File: src/rtl/load_pkg.sv
// load_pkg: shared definitions for the load unit.
//   - Width codes for req_opt[1:0], using the same coding as the store path.
//   - Bit indices of the sign bit for byte and half fields.
//   - FSM state type.
//   - is_spanning(): reports whether an access crosses a word boundary.
package load_pkg;

    localparam logic [1:0] LD_W = 2'b00;
    localparam logic [1:0] LD_B = 2'b01;
    localparam logic [1:0] LD_H = 2'b10;

    localparam int unsigned BYTE_MSB = 7;
    localparam int unsigned HALF_MSB = 15;

    typedef enum logic [1:0] {
        ST_IDLE,
        ST_RD0,
        ST_RD1,
        ST_RESP
    } load_state_e;

    // Width code 2'b11 is normalised to LD_W before this function is called.
    function automatic logic is_spanning(input logic [1:0] width, input logic [1:0] off);
        return ((width == LD_W) && (off != 2'd0)) ||
               ((width == LD_H) && (off == 2'd3));
    endfunction

endpackage

File: src/rtl/load_extract.sv
// load_extract: combinational field extraction and extension.
// Ports:
//   dword_i [63:0]  {w1, w0}; w0 holds the addressed word
//   off_i   [1:0]   byte offset, taken from addr[1:0]
//   opt_i   [2:0]   [1:0] width code; [2]=1 zero-extends (ignored for word)
//   data_o  [31:0]  extended load data
module load_extract
    import load_pkg::*;
(
    input  logic [63:0] dword_i,
    input  logic [1:0]  off_i,
    input  logic [2:0]  opt_i,
    output logic [31:0] data_o
);

    logic [31:0] sh;
    logic        sgn_en;

    always_comb begin
        sh     = 32'(dword_i >> {off_i, 3'b000});
        sgn_en = ~opt_i[2];
        unique case (opt_i[1:0])
            LD_B:    data_o = {{24{sgn_en & sh[BYTE_MSB]}}, sh[BYTE_MSB:0]};
            LD_H:    data_o = {{16{sgn_en & sh[HALF_MSB]}}, sh[HALF_MSB:0]};
            default: data_o = sh;
        endcase
    end

endmodule

File: src/rtl/load_unit.sv
// load_unit: MEM-stage load path placed in front of an asynchronous-read word RAM.
// The unit accepts a load request, reads one word (or two words when the access
// spans a word boundary), then extracts and extends the addressed field and
// returns the result through a valid/ready response.
// Ports:
//   clock, reset            rising-edge clock; asynchronous active-high reset
//   req_valid/req_ready     request handshake; req_ready is high only in IDLE
//   req_addr/req_opt/req_pc byte address, {zero-ext, width[1:0]}, PC of the load
//   mem_widx/mem_rdata      RAM word index (registered) and combinational read data
//   rsp_valid/rsp_ready     response handshake
//   rsp_data/rsp_pc/rsp_err load result, PC of the load, misaligned-access reject flag
// Configuration: when LOAD_MISALIGN_EN is defined, spanning loads read two words.
// When it is undefined, spanning loads are rejected with rsp_err=1 and rsp_data=0.
module load_unit
    import load_pkg::*;
#(
    parameter int unsigned MEM_AW = 11
) (
    input  logic              clock,
    input  logic              reset,
    input  logic              req_valid,
    output logic              req_ready,
    input  logic [31:0]       req_addr,
    input  logic [2:0]        req_opt,
    input  logic [31:0]       req_pc,
    output logic [MEM_AW-1:0] mem_widx,
    input  logic [31:0]       mem_rdata,
    output logic              rsp_valid,
    input  logic              rsp_ready,
    output logic [31:0]       rsp_data,
    output logic [31:0]       rsp_pc,
    output logic              rsp_err
);

    load_state_e         state_q, state_d;
    logic [MEM_AW+1:0]   addr_q, addr_d;
    logic [2:0]          opt_q, opt_d;
    logic [31:0]         pc_q, pc_d;
    logic [31:0]         w0_q, w0_d;
    logic [MEM_AW-1:0]   widx_q, widx_d;
    logic [31:0]         data_q, data_d;
    logic                err_q, err_d;

    logic [63:0]         ext_in;
    logic [31:0]         ext_data;
    logic                span;

    // Address bits above the RAM window do not affect the access.
    logic unused_addr;
    assign unused_addr = ^req_addr[31:MEM_AW+2];

    // RD0 and non-spanning accesses see only the current word. RD1 pairs the
    // second word with the first word that was captured in RD0.
    assign ext_in = (state_q == ST_RD1) ? {mem_rdata, w0_q} : {32'h0, mem_rdata};
    assign span   = is_spanning(opt_q[1:0], addr_q[1:0]);

    load_extract u_extract (
        .dword_i (ext_in),
        .off_i   (addr_q[1:0]),
        .opt_i   (opt_q),
        .data_o  (ext_data)
    );

    always_ff @(posedge clock or posedge reset) begin
        if (reset) begin
            state_q <= ST_IDLE;
            addr_q  <= '0;
            opt_q   <= '0;
            pc_q    <= '0;
            w0_q    <= '0;
            widx_q  <= '0;
            data_q  <= '0;
            err_q   <= 1'b0;
        end else begin
            state_q <= state_d;
            addr_q  <= addr_d;
            opt_q   <= opt_d;
            pc_q    <= pc_d;
            w0_q    <= w0_d;
            widx_q  <= widx_d;
            data_q  <= data_d;
            err_q   <= err_d;
        end
    end

    always_comb begin
        state_d   = state_q;
        addr_d    = addr_q;
        opt_d     = opt_q;
        pc_d      = pc_q;
        w0_d      = w0_q;
        widx_d    = widx_q;
        data_d    = data_q;
        err_d     = err_q;
        req_ready = 1'b0;
        rsp_valid = 1'b0;

        unique case (state_q)
            ST_IDLE: begin
                req_ready = 1'b1;
                if (req_valid) begin
                    addr_d  = req_addr[MEM_AW+1:0];
                    opt_d   = {req_opt[2], (req_opt[1:0] == 2'b11) ? LD_W : req_opt[1:0]};
                    pc_d    = req_pc;
                    // Index is registered here so the RAM output is valid throughout RD0.
                    widx_d  = req_addr[MEM_AW+1:2];
                    state_d = ST_RD0;
                end
            end
            ST_RD0: begin
                if (span) begin
`ifdef LOAD_MISALIGN_EN
                    w0_d    = mem_rdata;
                    widx_d  = widx_q + MEM_AW'(1);
                    state_d = ST_RD1;
`else
                    data_d  = '0;
                    err_d   = 1'b1;
                    state_d = ST_RESP;
`endif
                end else begin
                    data_d  = ext_data;
                    err_d   = 1'b0;
                    state_d = ST_RESP;
                end
            end
            ST_RD1: begin
                data_d  = ext_data;
                err_d   = 1'b0;
                state_d = ST_RESP;
            end
            ST_RESP: begin
                rsp_valid = 1'b1;
                if (rsp_ready) begin
                    state_d = ST_IDLE;
                end
            end
            default: state_d = ST_IDLE;
        endcase
    end

    assign mem_widx = widx_q;
    assign rsp_data = data_q;
    assign rsp_err  = err_q;
    assign rsp_pc   = pc_q;

endmodule
File: config.mk
export PLATFORM = sky130hd
export DESIGN_NAME = load_unit
export DESIGN_NICKNAME = d
export VERILOG_FILES = /design/src/rtl/load_pkg.sv /design/src/rtl/load_extract.sv /design/src/rtl/load_unit.sv
export SDC_FILE = /design/constraint.sdc
export NUM_CORES = 1
export LEC_CHECK = 0
export BUFFER_PORTS_ARGS = -buffer_cell sky130_fd_sc_hd__buf_4
export CORE_UTILIZATION = 45
export DETAILED_ROUTE_END_ITERATION = 12
export PLACE_DENSITY = 0.73
export SLEW_MARGIN = 40
export SYNTH_ARGS = -nofsm -noshare
export SYNTH_HDL_FRONTEND = slang
export SYNTH_SLANG_ARGS = --single-unit
File: constraint.sdc
create_clock -name clock -period 3.1 [get_ports clock]
set_input_delay 0.31 -clock clock [delete_from_list [all_inputs] [get_ports clock]]
set_output_delay 0.31 -clock clock [all_outputs]
set_load 0.005 [all_outputs]
# Word-level counts from Yosys, hierarchy flattened

Index checks and enable logic that the tools add are counted.

Logic and storage cells: 42
Output and inout port bits: 78
Register bits: 83
Bits of input ports: 103

Mux-type cells: 12
Bitwise operators: 3
Reduce and logical (&&, ||, !) cells: 10
Equality and inequality tests: 9
Shift-type cells: 1

Operators by type and width:

| kind                                          | count |
|---|---|
| case mux 32 bit (2 select lines)              | 2 |
| 2-to-1 mux 64 bit                             | 1 |
| right shift 64 x 5 -> 32 bit                  | 1 |
| 2-to-1 mux 32 bit                             | 1 |
| == test 2 bit, second input constant          | 5 |
| 2-to-1 mux 2 bit                              | 3 |
| case mux 2 bit (3 select lines)               | 1 |
| == test 2 x 1 -> 1 bit, second input constant | 2 |
| logical NOT 2 bit                             | 2 |
| != test 2 bit, second input constant          | 2 |
| AND reduction 2 bit                           | 2 |
| nonzero test 2 bit                            | 2 |
| 2-to-1 mux 1 bit                              | 3 |
| AND 1 bit                                     | 2 |
| logical AND 1 bit                             | 2 |
| case mux 1 bit (2 select lines)               | 1 |
| OR reduction 2 bit                            | 1 |
| logical OR 1 bit                              | 1 |
| inverter 1 bit                                | 1 |

# Depth between registers and ports, before layout

Gate-level depths: netlist of the first run.

Word-level depth: 7
Depth in mapped cells: 9
Mapped depth without buffers: 6

# Hierarchy

Synthesis of the first run repeated with hierarchy kept, for this count alone.

Cells, all modules: 418
Area total of the unflattened synthesis: 4778.3 um^2

By module, submodules not included:

| module       | instances | cells an instance | sequential area each (um^2) | area each (um^2) |
|---|---|---|---|---|
| load_unit    | 1         | 334               | 2077.0                      | 3732.3 |
| load_extract | 1         | 84                | 0.0                         | 1046.0 |

# Least setup slack after synthesis of the first run

No wires, ideal clock.

Kind: reg-to-reg
Start: reg opt_q[0]
End: reg data_q[16], in the netlist rsp_data[16]
Cell stages (with the launch flop): 10
Arrival: 1779 ps
Setup slack: 1176 ps
Setup time: 146 ps
Cells stage by stage: dfrtp_1 > inv_1 > ha_1 > buf_6 > nor2b_4 > and2_0 > clkbuf_2 > a32oi_4 > buf_6 > o221ai_2

Longest elaborated chain between the ends: 5
Elaborated cells between the ends (all ways): 9

RTL lines:

| what                                                                                     | RTL line        | RTL |
|---|---|---|
| start, declared                                                                          | load_unit.sv:37 | `logic [2:0] opt_q, opt_d;` |
| start signal, assigned                                                                   | load_unit.sv:77 | `opt_q <= opt_d;` |
| parallel branches: the longest is 4 deep, another holds case mux 32 bit (2 select lines) | -               |  |
| case mux 32 bit (2 select lines) *                                                       | load_unit.sv:98 | `unique case (state_q)` |
| end signal, assigned                                                                     | load_unit.sv:81 | `data_q <= data_d;` |
| end, declared                                                                            | load_unit.sv:41 | `logic [31:0] data_q, data_d;` |

Mark *: on every way between the ends.
A chain may end at the register's enable or synchronous reset.

# Worst setup path after layout of the first run

Start: reg state_q[0]
End: reg data_q[25], in the netlist rsp_data[25]

Longest elaborated chain between the ends: 7
Elaborated cells between the ends (all ways): 10

RTL lines:

| what                             | RTL line                               | RTL |
|---|---|---|
| start, declared                  | load_unit.sv:35                        | `load_state_e state_q, state_d;` |
| start signal, assigned           | load_unit.sv:75                        | `state_q <= state_d;` |
| == test 2 bit                    | load_unit.sv:54, load_unit.sv:98       |  |
| 2-to-1 mux 64 bit                | load_unit.sv:54                        | `assign ext_in = (state_q == ST_RD1) ? {mem_rdata, w0_q} : {32'h0, mem_rdata};` |
| right shift 64 x 5 -> 32 bit     | load_extract.sv:20                     | `sh = 32'(dword_i >> {off_i, 3'b000});` |
| AND 1 bit (on tied branches)     | load_extract.sv:24, load_extract.sv:23 |  |
| case mux 32 bit (2 select lines) | load_extract.sv:22                     | `unique case (opt_i[1:0])` |
| 2-to-1 mux 32 bit                | load_unit.sv:111                       | `if (span) begin` |
| case mux 32 bit (2 select lines) | load_unit.sv:98                        |  |

Parallel ways exist; a longest one is shown, timed or not.

==> results of run 1 <==
[metrics by stage]
step,instances,worst slack [ns],power (mW)
5_1_grt,673,0.5776,6.502
6_report,673,0.7681,6.041
3_3_place_gp,658,0.8319,5.306
2_1_floorplan,388,0.6532,4.192
4_1_cts,673,0.7591,6.081
3_5_place_dp,658,0.7522,5.404
[cell families after synthesis]
| logic type | Yosys count | synth area share |
|---|---|---|
| compound gates | 93 | 0.1854 |
| fa+ha+maj | 8 | 0.02231 |
| buf+inv | 47 | 0.05549 |
| flops | 83 | 0.4629 |
| mux | 70 | 0.1726 |
| simple gates | 87 | 0.1012 |
[worst max-delay path, delay by kind of cell (launching register included)]
kind / cells / cell delay, ns
DFF: 1 / 0.41
and+or+nand+nor: 1 / 0.17
adders and majority gates: 1 / 0.22
buffers and inverters: 2 / 0.41
AOI/OAI and AO/OA: 3 / 0.97
[Yosys cell counts (2+ instances only)]
| master | instances |
|---|---|
| o221ai_1 | 12 |
| nand2b_1 | 5 |
| o211ai_1 | 2 |
| nand3_1 | 5 |
| dfrtp_1 | 83 |
| o2bb2ai_1 | 9 |
| clkbuf_1 | 12 |
| a32o_1 | 6 |
| or2_2 | 2 |
| a221oi_1 | 8 |
| buf_6 | 7 |
| nand2_1 | 42 |
| o221ai_2 | 11 |
| buf_4 | 2 |
| inv_1 | 12 |
| nor2b_1 | 3 |
| mux2i_1 | 22 |
| buf_1 | 4 |
| or4b_1 | 6 |
| and2_0 | 2 |
| nor2_1 | 6 |
| a21oi_1 | 3 |
| nor3_1 | 8 |
| mux2_2 | 46 |
| ha_1 | 8 |
| o21ai_0 | 15 |
| o22ai_1 | 8 |
| a22o_1 | 6 |
| a221o_1 | 6 |
| buf_2 | 9 |
[registers in the layout, summed over array words and instances, names as in the netlist]
name      count
addr_q        2
mem_widx     11
opt_q         3
rsp_data     32
rsp_err       1
rsp_pc       32
state_q       2
[worst max-delay path by stage]
| stage | end | slack, ns |
|---|---|---|
| after floorplan | addr_q[0]$_DFFE_PP0P_ | 0.65 |
| after global placement | rsp_data[29]$_DFFE_PP0P_ | 0.83 |
| after detailed placement | rsp_data[25]$_DFFE_PP0P_ | 0.75 |
| after CTS | rsp_data[25]$_DFFE_PP0P_ | 0.76 |
| after global routing | rsp_data[25]$_DFFE_PP0P_ | 0.58 |
| final | rsp_data[25]$_DFFE_PP0P_ | 0.77 |
[cell usage in the layout, fill, tap and decap left out, types with 2 or more instances in the layout]
cell,synthesis,final
a21oi_1,3,3
a221o_1,6,6
a221oi_1,8,8
a22o_1,6,6
a32o_1,6,6
and2_0,2,2
buf_4,2,171
clkbuf_1,12,3
clkbuf_8,0,9
clkinv_2,0,2
dfrtp_1,83,82
ha_1,8,8
inv_1,12,11
mux2_2,46,46
mux2i_1,22,22
nand2_1,42,41
nand2b_1,5,5
nand3_1,5,5
nor2_1,6,6
nor2b_1,3,3
nor3_1,8,8
o211ai_1,2,2
o21ai_0,15,15
o221ai_1,12,12
o221ai_2,11,11
o22ai_1,8,8
o2bb2ai_1,9,9
or2_2,2,2
or4b_1,6,6
[final cells by class]
class                           count  area, µm²  area share
Tap cell                          133      166.4     0.02815
Clock inverter                      3      17.52    0.002963
Multi-Input combinational cell    258       2163      0.3659
Sequential cell                    83       2078      0.3515
Inverter                           12      47.55    0.008042
Timing Repair Buffer              172       1304      0.2205
Clock buffer                       12      135.1     0.02286
[power by group through the flow]
stage / Sequential [mW] / Clock, mW / Combinational, mW
2_1_floorplan: 1.83 / 0 / 2.36
3_3_place_gp: 1.84 / 0 / 3.47
3_5_place_dp: 1.86 / 0 / 3.55
4_1_cts: 1.85 / 0.679 / 3.55
5_1_grt: 1.90 / 0.724 / 3.88
6_report: 1.84 / 0.661 / 3.54
[metal layers]
metal / routed length, µm / GRT usage
met1: 4708 / 0.3013
met2: 5713 / 0.3914
met3: 1129 / 0.07114
met4: 250 / 0.1011
met5: 0 / 0
==> results.json, run 1 <==
{
  "status": "finished with violations",
  "failed_checks": "hold timing",
  "reg2reg_depth": 7,
  "placed_cell_area_um2": 5758,
  "power_density_nw_per_um2": 1022,
  "gp_congestion": 0.8611,
  "synth_top_area_share": 0.4629,
  "hold_violations": 11,
  "worstHoldPathType": "in -> async",
  "numPortBuffers": 161,
  "initial_core_util": 0.4612,
  "post-synth-top-area-cell": "dfrtp_1",
  "antenna_cells": 0,
  "synth_ff_type": "dfrtp_1",
  "ant_nets": 0,
  "worst_path_largest_cell_delay_ns": 0.65,
  "pwr-share-comb": 0.586,
  "grt_usage": 0.2410,
  "finalHoldWorstSlack_ns": -0.01375,
  "ys_ff_latch": 83,
  "ys_seq_area_frac": 0.4629,
  "layout-area-overhead-vs-synth_pct": 31.76,
  "clockPowerShare": 0.109,
  "reg2reg_to": "rsp_data[25]$_DFFE_PP0P_",
  "grt_overflow": 0,
  "drc": 0,
  "clock_sinks": 83,
  "dp_hpwl_um": 8704,
  "vias": 3772,
  "leakage_nw": 2.727,
  "cts_tree": "done",
  "startpoint": "state_q[0]$_DFFE_PP0P_",
  "ys_warn_count": 0,
  "dr.pass1.iters": 6,
  "fill_cells": 829,
  "dieArea_um2": 10370,
  "cts.repair.resized": 0,
  "reg2reg_slack_ns": 0.77,
  "cts_root_buf": "clkbuf_8",
  "crit_required_ns": 3.31,
  "rsz0062_at_grt": "no",
  "end_kind": "flip-flop",
  "p_seq_frac": 0.305,
  "core_um2": 9729,
  "fin_util": 0.6076,
  "die_h_um": 101.9,
  "worst_slew_pin_slew_ns": 0.7003,
  "row_count": 36,
  "p_int_mw": 3.535,
  "arrival_ns": 2.55,
  "setup_viol": 0,
  "final_area_um2": 5912,
  "nets": 647,
  "cts_setup_buffers": 0,
  "timing.final.crit_share": 0.7522,
  "chipWidth_um": 101.9,
  "antenna_found_initial": 0,
  "ys_async_sr_fraction": 1.000,
  "peakVddDrop_mv": 0.5447,
  "maxSlewViolCount": 0,
  "finClkSkew_ns": 0.01013,
  "cp_cell_sequence": "inv_1 > ha_1 > buf_4 > or2_2 > o221ai_2 > a32oi_4 > o221ai_1",
  "crit_slowest_cell": "a32oi_4",
  "grt_pass1_vias": 3793,
  "grt_pass1_wl_um": 18980,
  "htree_levels": 3,
  "cts_buffers": 9,
  "holdBufCountCts": 0,
  "synth.area.top_cells": "dfrtp_1 (46%), mux2_2 (12%), mux2i_1 (4.9%), o221ai_2 (3.7%), nand2_1 (3.5%)",
  "ios": 181,
  "cp_max_fo": 29,
  "critPathLaunchType": "flip-flop",
  "synth_edf_count": 0,
  "synth_area_per_cell_um2": 11.56,
  "maxSlewHeadroom": 0.5332,
  "routed_wl_um": 11800,
  "syn_area_um2": 4487,
  "finalCriticalPeriod_ns": 2.332,
  "cts_buffer_depth": 2,
  "drive_gt1_frac": 0.4704,
  "fmax_mhz": 428.8,
  "clkLatencyLatePin_ns": 0.36,
  "synthCells": 388,
  "syn_nets": 499,
  "ys_types": 48,
  "p_sw_frac": 0.4149,
  "p_switching_mw": 2.507,
  "rr_startpoint": "state_q[0]$_DFFE_PP0P_",
  "setup_tns_ns": 0,
  "maxCapViolCount": 0,
  "clk_pin_slew_ns": 0.08,
  "wl_per_cell_um": 17.54,
  "vias_per_cell": 5.605,
  "grt_max_degree": 44,
  "dr.first_iter.drc_count": 149,
  "crit_type": "reg -> reg"
}
Power figures use the tool's default switching activity.
==> inputs of run 2 (changes only) <==
==> constraint.sdc (replaced) <==
create_clock -name clock -period 2.4 [get_ports clock]
set_input_delay 0.24 -clock clock [delete_from_list [all_inputs] [get_ports clock]]
set_output_delay 0.24 -clock clock [all_outputs]
set_load 0.005 [all_outputs]
==> results.json, run 2 (synthesis results as in run 1) <==
{
  "worstHoldPathType": "in -> reg",
  "rr_startpoint": "state_q[0]$_DFFE_PP0P_",
  "startpoint": "state_q[0]$_DFFE_PP0P_",
  "instances_no_fill": 678,
  "grt_max_degree": 73,
  "peakVddDrop_mv": 0.7107,
  "maxCapViolCount": 0,
  "grt_usage": 0.2411,
  "finalCriticalPeriod_ns": 2.254,
  "numPortBuffers": 161,
  "final_area_um2": 6003,
  "cp_max_fo": 16,
  "critPathLaunchType": "flip-flop",
  "crit_type": "reg -> reg",
  "setup_viol": 0,
  "status": "finished clean",
  "vias_per_cell": 5.650,
  "layout-area-overhead-vs-synth_pct": 33.80,
  "core_um2": 9729,
  "nets": 652,
  "hold_violations": 0,
  "chipWidth_um": 101.9,
  "cts_buffers": 9,
  "clkLatencyLatePin_ns": 0.35,
  "power_density_nw_per_um2": 1341,
  "dp_hpwl_um": 8838,
  "antenna_cells": 0,
  "met3_length_um": 1183,
  "arrival_ns": 2.45,
  "wl_met1_um": 4922,
  "fill_cells": 807,
  "clock_sinks": 83,
  "fmax_mhz": 443.7,
  "htree_levels": 3,
  "drc": 0,
  "rsz0062_at_grt": "no",
  "end_kind": "flip-flop",
  "dr.first_iter.drc_count": 178,
  "finClkSkew_ns": 0.008571,
  "worst_slew_pin_slew_ns": 0.7573,
  "seq_area_um2": 2078,
  "clk_pin_slew_ns": 0.08,
  "initial_core_util": 0.4612,
  "maxSlewHeadroom": 0.4951,
  "vias": 3831,
  "holdCritStartpoint": "req_addr[9]",
  "gp_congestion": 0.8638,
  "multi_input_area_um2": 2163,
  "top_layer": "met4",
  "grt_pass1_wl_um": 19060,
  "dieArea_um2": 10370,
  "crit_required_ns": 2.60,
  "maxSlewViolCount": 0,
  "cts_root_buf": "clkbuf_8",
  "grt_overflow": 0,
  "antenna_found_initial": 0,
  "layout_commonest_cell": "buf_4",
  "setup_tns_ns": 0,
  "timing.final.crit_share": 0.9392,
  "cts_setup_buffers": 0,
  "placed_cell_area_um2": 5801,
  "dr.pass1.iters": 4,
  "routed_wl_um": 12080,
  "layout_common_cells": "buf_4 (174), dfrtp_1 (82), mux2_2 (46)",
  "ant_nets": 0,
  "cts_tree": "done",
  "wl_per_cell_um": 17.82,
  "grt_pass1_vias": 3855,
  "cts_buffer_depth": 2,
  "ios": 181,
  "drive_gt1_frac": 0.4771,
  "die_h_um": 101.9,
  "leakage_nw": 2.777,
  "dr_wl_met2_um": 5655,
  "placed_cells": 662,
  "row_count": 36
}
-- run 2: cell type report --
type	instances	share of cell area
Clock buffer	11	0.02355
Clock inverter	4	0.008545
Inverter	12	0.007712
Multi-Input combinational cell	258	0.3604
Sequential cell	83	0.3462
Tap cell	133	0.02772
Timing Repair Buffer	177	0.2259
-- run 2: worst max-delay path, stage by stage, from the launching register on --
cell and delay, ns:
dfrtp_1 0.42, inv_1 0.11, ha_1 0.38, or2_4 0.21
o22ai_4 0.13, a32oi_4 0.66, o221ai_1 0.20
-- run 2: final timing paths --
kind	to	slack (ns)	cells after the start
hold reg to reg	rsp_data[11]$_DFFE_PP0P_	0.49	1
min in group asynchronous	mem_widx[5]$_DFFE_PP0P_	0.36	3
hold / removal	mem_widx[7]$_DFFE_PP0P_	0.11	2
setup / recovery	rsp_data[28]$_DFFE_PP0P_	0.15	6
setup reg to reg	rsp_data[28]$_DFFE_PP0P_	0.15	6
max in group asynchronous	rsp_data[3]$_DFFE_PP0P_	1.39	4
-- run 2: per-stage QoR --
| step | setup slack, ns | power, mW | hold slack, ns | util |
|---|---|---|---|---|
| 2_1_floorplan | 0.02321 | 5.414 | 0.3881 | - |
| 4_1_cts | 0.1685 | 8.109 | 0.09454 | 0.6170 |
| 3_5_place_dp | 0.1771 | 7.075 | 0.1707 | 0.5962 |
| 5_1_grt | 0.02920 | 8.639 | 0.09615 | 0.6170 |
| 3_3_place_gp | 0.2767 | 6.933 | 0.1671 | 0.5962 |
| 6_report | 0.1460 | 8.049 | 0.1139 | 0.6170 |
-- run 2: power by group --
part           switching [mW]  internal [mW]  total, mW
clock network           0.500          0.504       1.00
logic                    2.40           2.26       4.66
registers               0.374           2.01       2.38
-- run 2: what timing repair did --
item,4_1_cts,5_1_grt
hold buffers,1,0
endpoints found under the hold margin,11,0
gates resized for setup,0,0
-- run 2: metal layers --
layer  vias up  GRT usage
met1      1872     0.2959
met5         -          0
met4         0     0.1077
met3        19    0.07387
met2       189     0.3929
li1       1751          -
==> inputs of run 3 (changes only) <==
--- a/config.mk
+++ b/config.mk
@@ -7,6 +7,7 @@
 export LEC_CHECK = 0
 export BUFFER_PORTS_ARGS = -buffer_cell sky130_fd_sc_hd__buf_4
 export CORE_UTILIZATION = 45
+export CTS_BUF_LIST = sky130_fd_sc_hd__clkbuf_8
 export DETAILED_ROUTE_END_ITERATION = 12
 export PLACE_DENSITY = 0.73
 export SLEW_MARGIN = 40
==> results.json, run 3 (synthesis results as in run 1) <==
{
  "crit_family": "compound AO/OA/AOI/OAI gates",
  "rsz0062_at_grt": "no",
  "final_area_um2": 6003,
  "ant_nets": 0,
  "cts.repair.resized": 0,
  "end_kind": "flip-flop",
  "worst_path_largest_cell_delay_ns": 0.66,
  "vias": 3848,
  "dieArea_um2": 10370,
  "power_mw": 8.039,
  "numPortBuffers": 161,
  "dr.pass1.iters": 4,
  "power_density_nw_per_um2": 1339,
  "core_um2": 9729,
  "clock_sinks": 83,
  "finClkSkew_ns": 0.01026,
  "grt_overflow": 0,
  "worst_slew_pin_slew_ns": 0.7563,
  "fmax_mhz": 444.3,
  "cts_buffer_depth": 2,
  "dp_hpwl_um": 8838,
  "grt_pass1_wl_um": 19060,
  "hold_violations": 0,
  "multi_input_area_um2": 2163,
  "instances_no_fill": 678,
  "worstHoldPathType": "in -> reg",
  "crit_slowest_cell": "a32oi_4",
  "chipWidth_um": 101.9,
  "grt_max_degree": 73,
  "routed_wl_um": 12070,
  "antenna_found_initial": 0,
  "antenna_cells": 0,
  "finalCriticalPeriod_ns": 2.251,
  "maxSlewHeadroom": 0.4958,
  "placed_cell_area_um2": 5801,
  "crit_required_ns": 2.60,
  "leakage_nw": 2.781,
  "die_h_um": 101.9,
  "maxCapViolCount": 0,
  "drc": 0,
  "fill_cells": 807,
  "dr.first_iter.drc_count": 178,
  "arrival_ns": 2.45,
  "maxSlewViolCount": 0,
  "drive_gt1_frac": 0.4771,
  "peakVddDrop_mv": 0.7089,
  "cts_buffers": 9,
  "layout_commonest_cell": "buf_4",
  "clkLatencyLatePin_ns": 0.35,
  "cts_root_buf": "clkbuf_8",
  "vias_per_cell": 5.676,
  "grt_usage": 0.2411,
  "initial_core_util": 0.4612,
  "crit_type": "reg -> reg",
  "wl_per_cell_um": 17.80,
  "placed_cells": 662,
  "ios": 181,
  "layout_common_cells": "buf_4 (174), dfrtp_1 (82), mux2_2 (46)",
  "clk_pin_slew_ns": 0.08,
  "gp_congestion": 0.8638,
  "seq_area_um2": 2078,
  "status": "finished clean",
  "row_count": 36,
  "htree_levels": 3,
  "critPathBufInv": 1,
  "nets": 652,
  "cp_cell_sequence": "inv_1 > ha_1 > or2_4 > o22ai_4 > a32oi_4 > o221ai_1",
  "cts_tree": "done",
  "layout-area-overhead-vs-synth_pct": 33.80,
  "setup_viol": 0,
  "cp_max_fo": 16,
  "timing.final.crit_share": 0.9377,
  "setup_tns_ns": 0,
  "grt_pass1_vias": 3855,
  "critPathLaunchType": "flip-flop"
}
run 3: per-stage QoR:
| step | setup slack [ns] | hold WS [ns] | util |
|---|---|---|---|
| final | 0.1494 | 0.1132 | 0.6170 |
| after floorplan | 0.02321 | 0.3881 | - |
| after detailed placement | 0.1771 | 0.1707 | 0.5962 |
| after CTS | 0.1685 | 0.09454 | 0.6170 |
| after global placement | 0.2767 | 0.1671 | 0.5962 |
| after global routing | 0.02933 | 0.09615 | 0.6170 |
run 3: path summary, 6_finish.rpt:
check | from | end | slack, ns | cells after the start
min in group asynchronous | reset | mem_widx[5]$_DFFE_PP0P_ | 0.36 | 3
worst min register to register | rsp_data[11]$_DFFE_PP0P_ | rsp_data[11]$_DFFE_PP0P_ | 0.49 | 1
worst min-delay path | req_addr[9] | mem_widx[7]$_DFFE_PP0P_ | 0.11 | 2
max in group asynchronous | reset | rsp_data[3]$_DFFE_PP0P_ | 1.40 | 4
worst max-delay path | state_q[0]$_DFFE_PP0P_ | rsp_data[28]$_DFFE_PP0P_ | 0.15 | 6
worst max register to register | state_q[0]$_DFFE_PP0P_ | rsp_data[28]$_DFFE_PP0P_ | 0.15 | 6
run 3: power by group:
part           switching (mW)  total (mW)  internal, mW
Clock                   0.498       0.999         0.500
Sequential              0.374        2.38          2.01
Combinational            2.40        4.66          2.26
run 3: what timing repair did:
| action | CTS | global route |
|---|---|---|
| setup buffers | 0 | 0 |
| hold endpoints to repair | 11 | 0 |
| hold buffers | 1 | 0 |
run 3: metal layers:
| layer | routed length [µm] | track usage | part of all wire | vias up |
|---|---|---|---|---|
| met2 | 5694 | 0.3929 | 0.47 | 207 |
| met5 | 0 | 0 | 0 | - |
| li1 | - | - | - | 1755 |
| met4 | 278 | 0.1077 | 0.023 | 0 |
| met1 | 4795 | 0.2959 | 0.40 | 1867 |
| met3 | 1303 | 0.07387 | 0.11 | 19 |
run 3: cell type report:
class                   count  share of cell area
clock buffers              10             0.02293
clock inverters             5            0.009170
inverters                  12            0.007712
multi-input cells         258              0.3604
flip-flops and latches     83              0.3462
well taps                 133             0.02772
repair buffers            177              0.2259
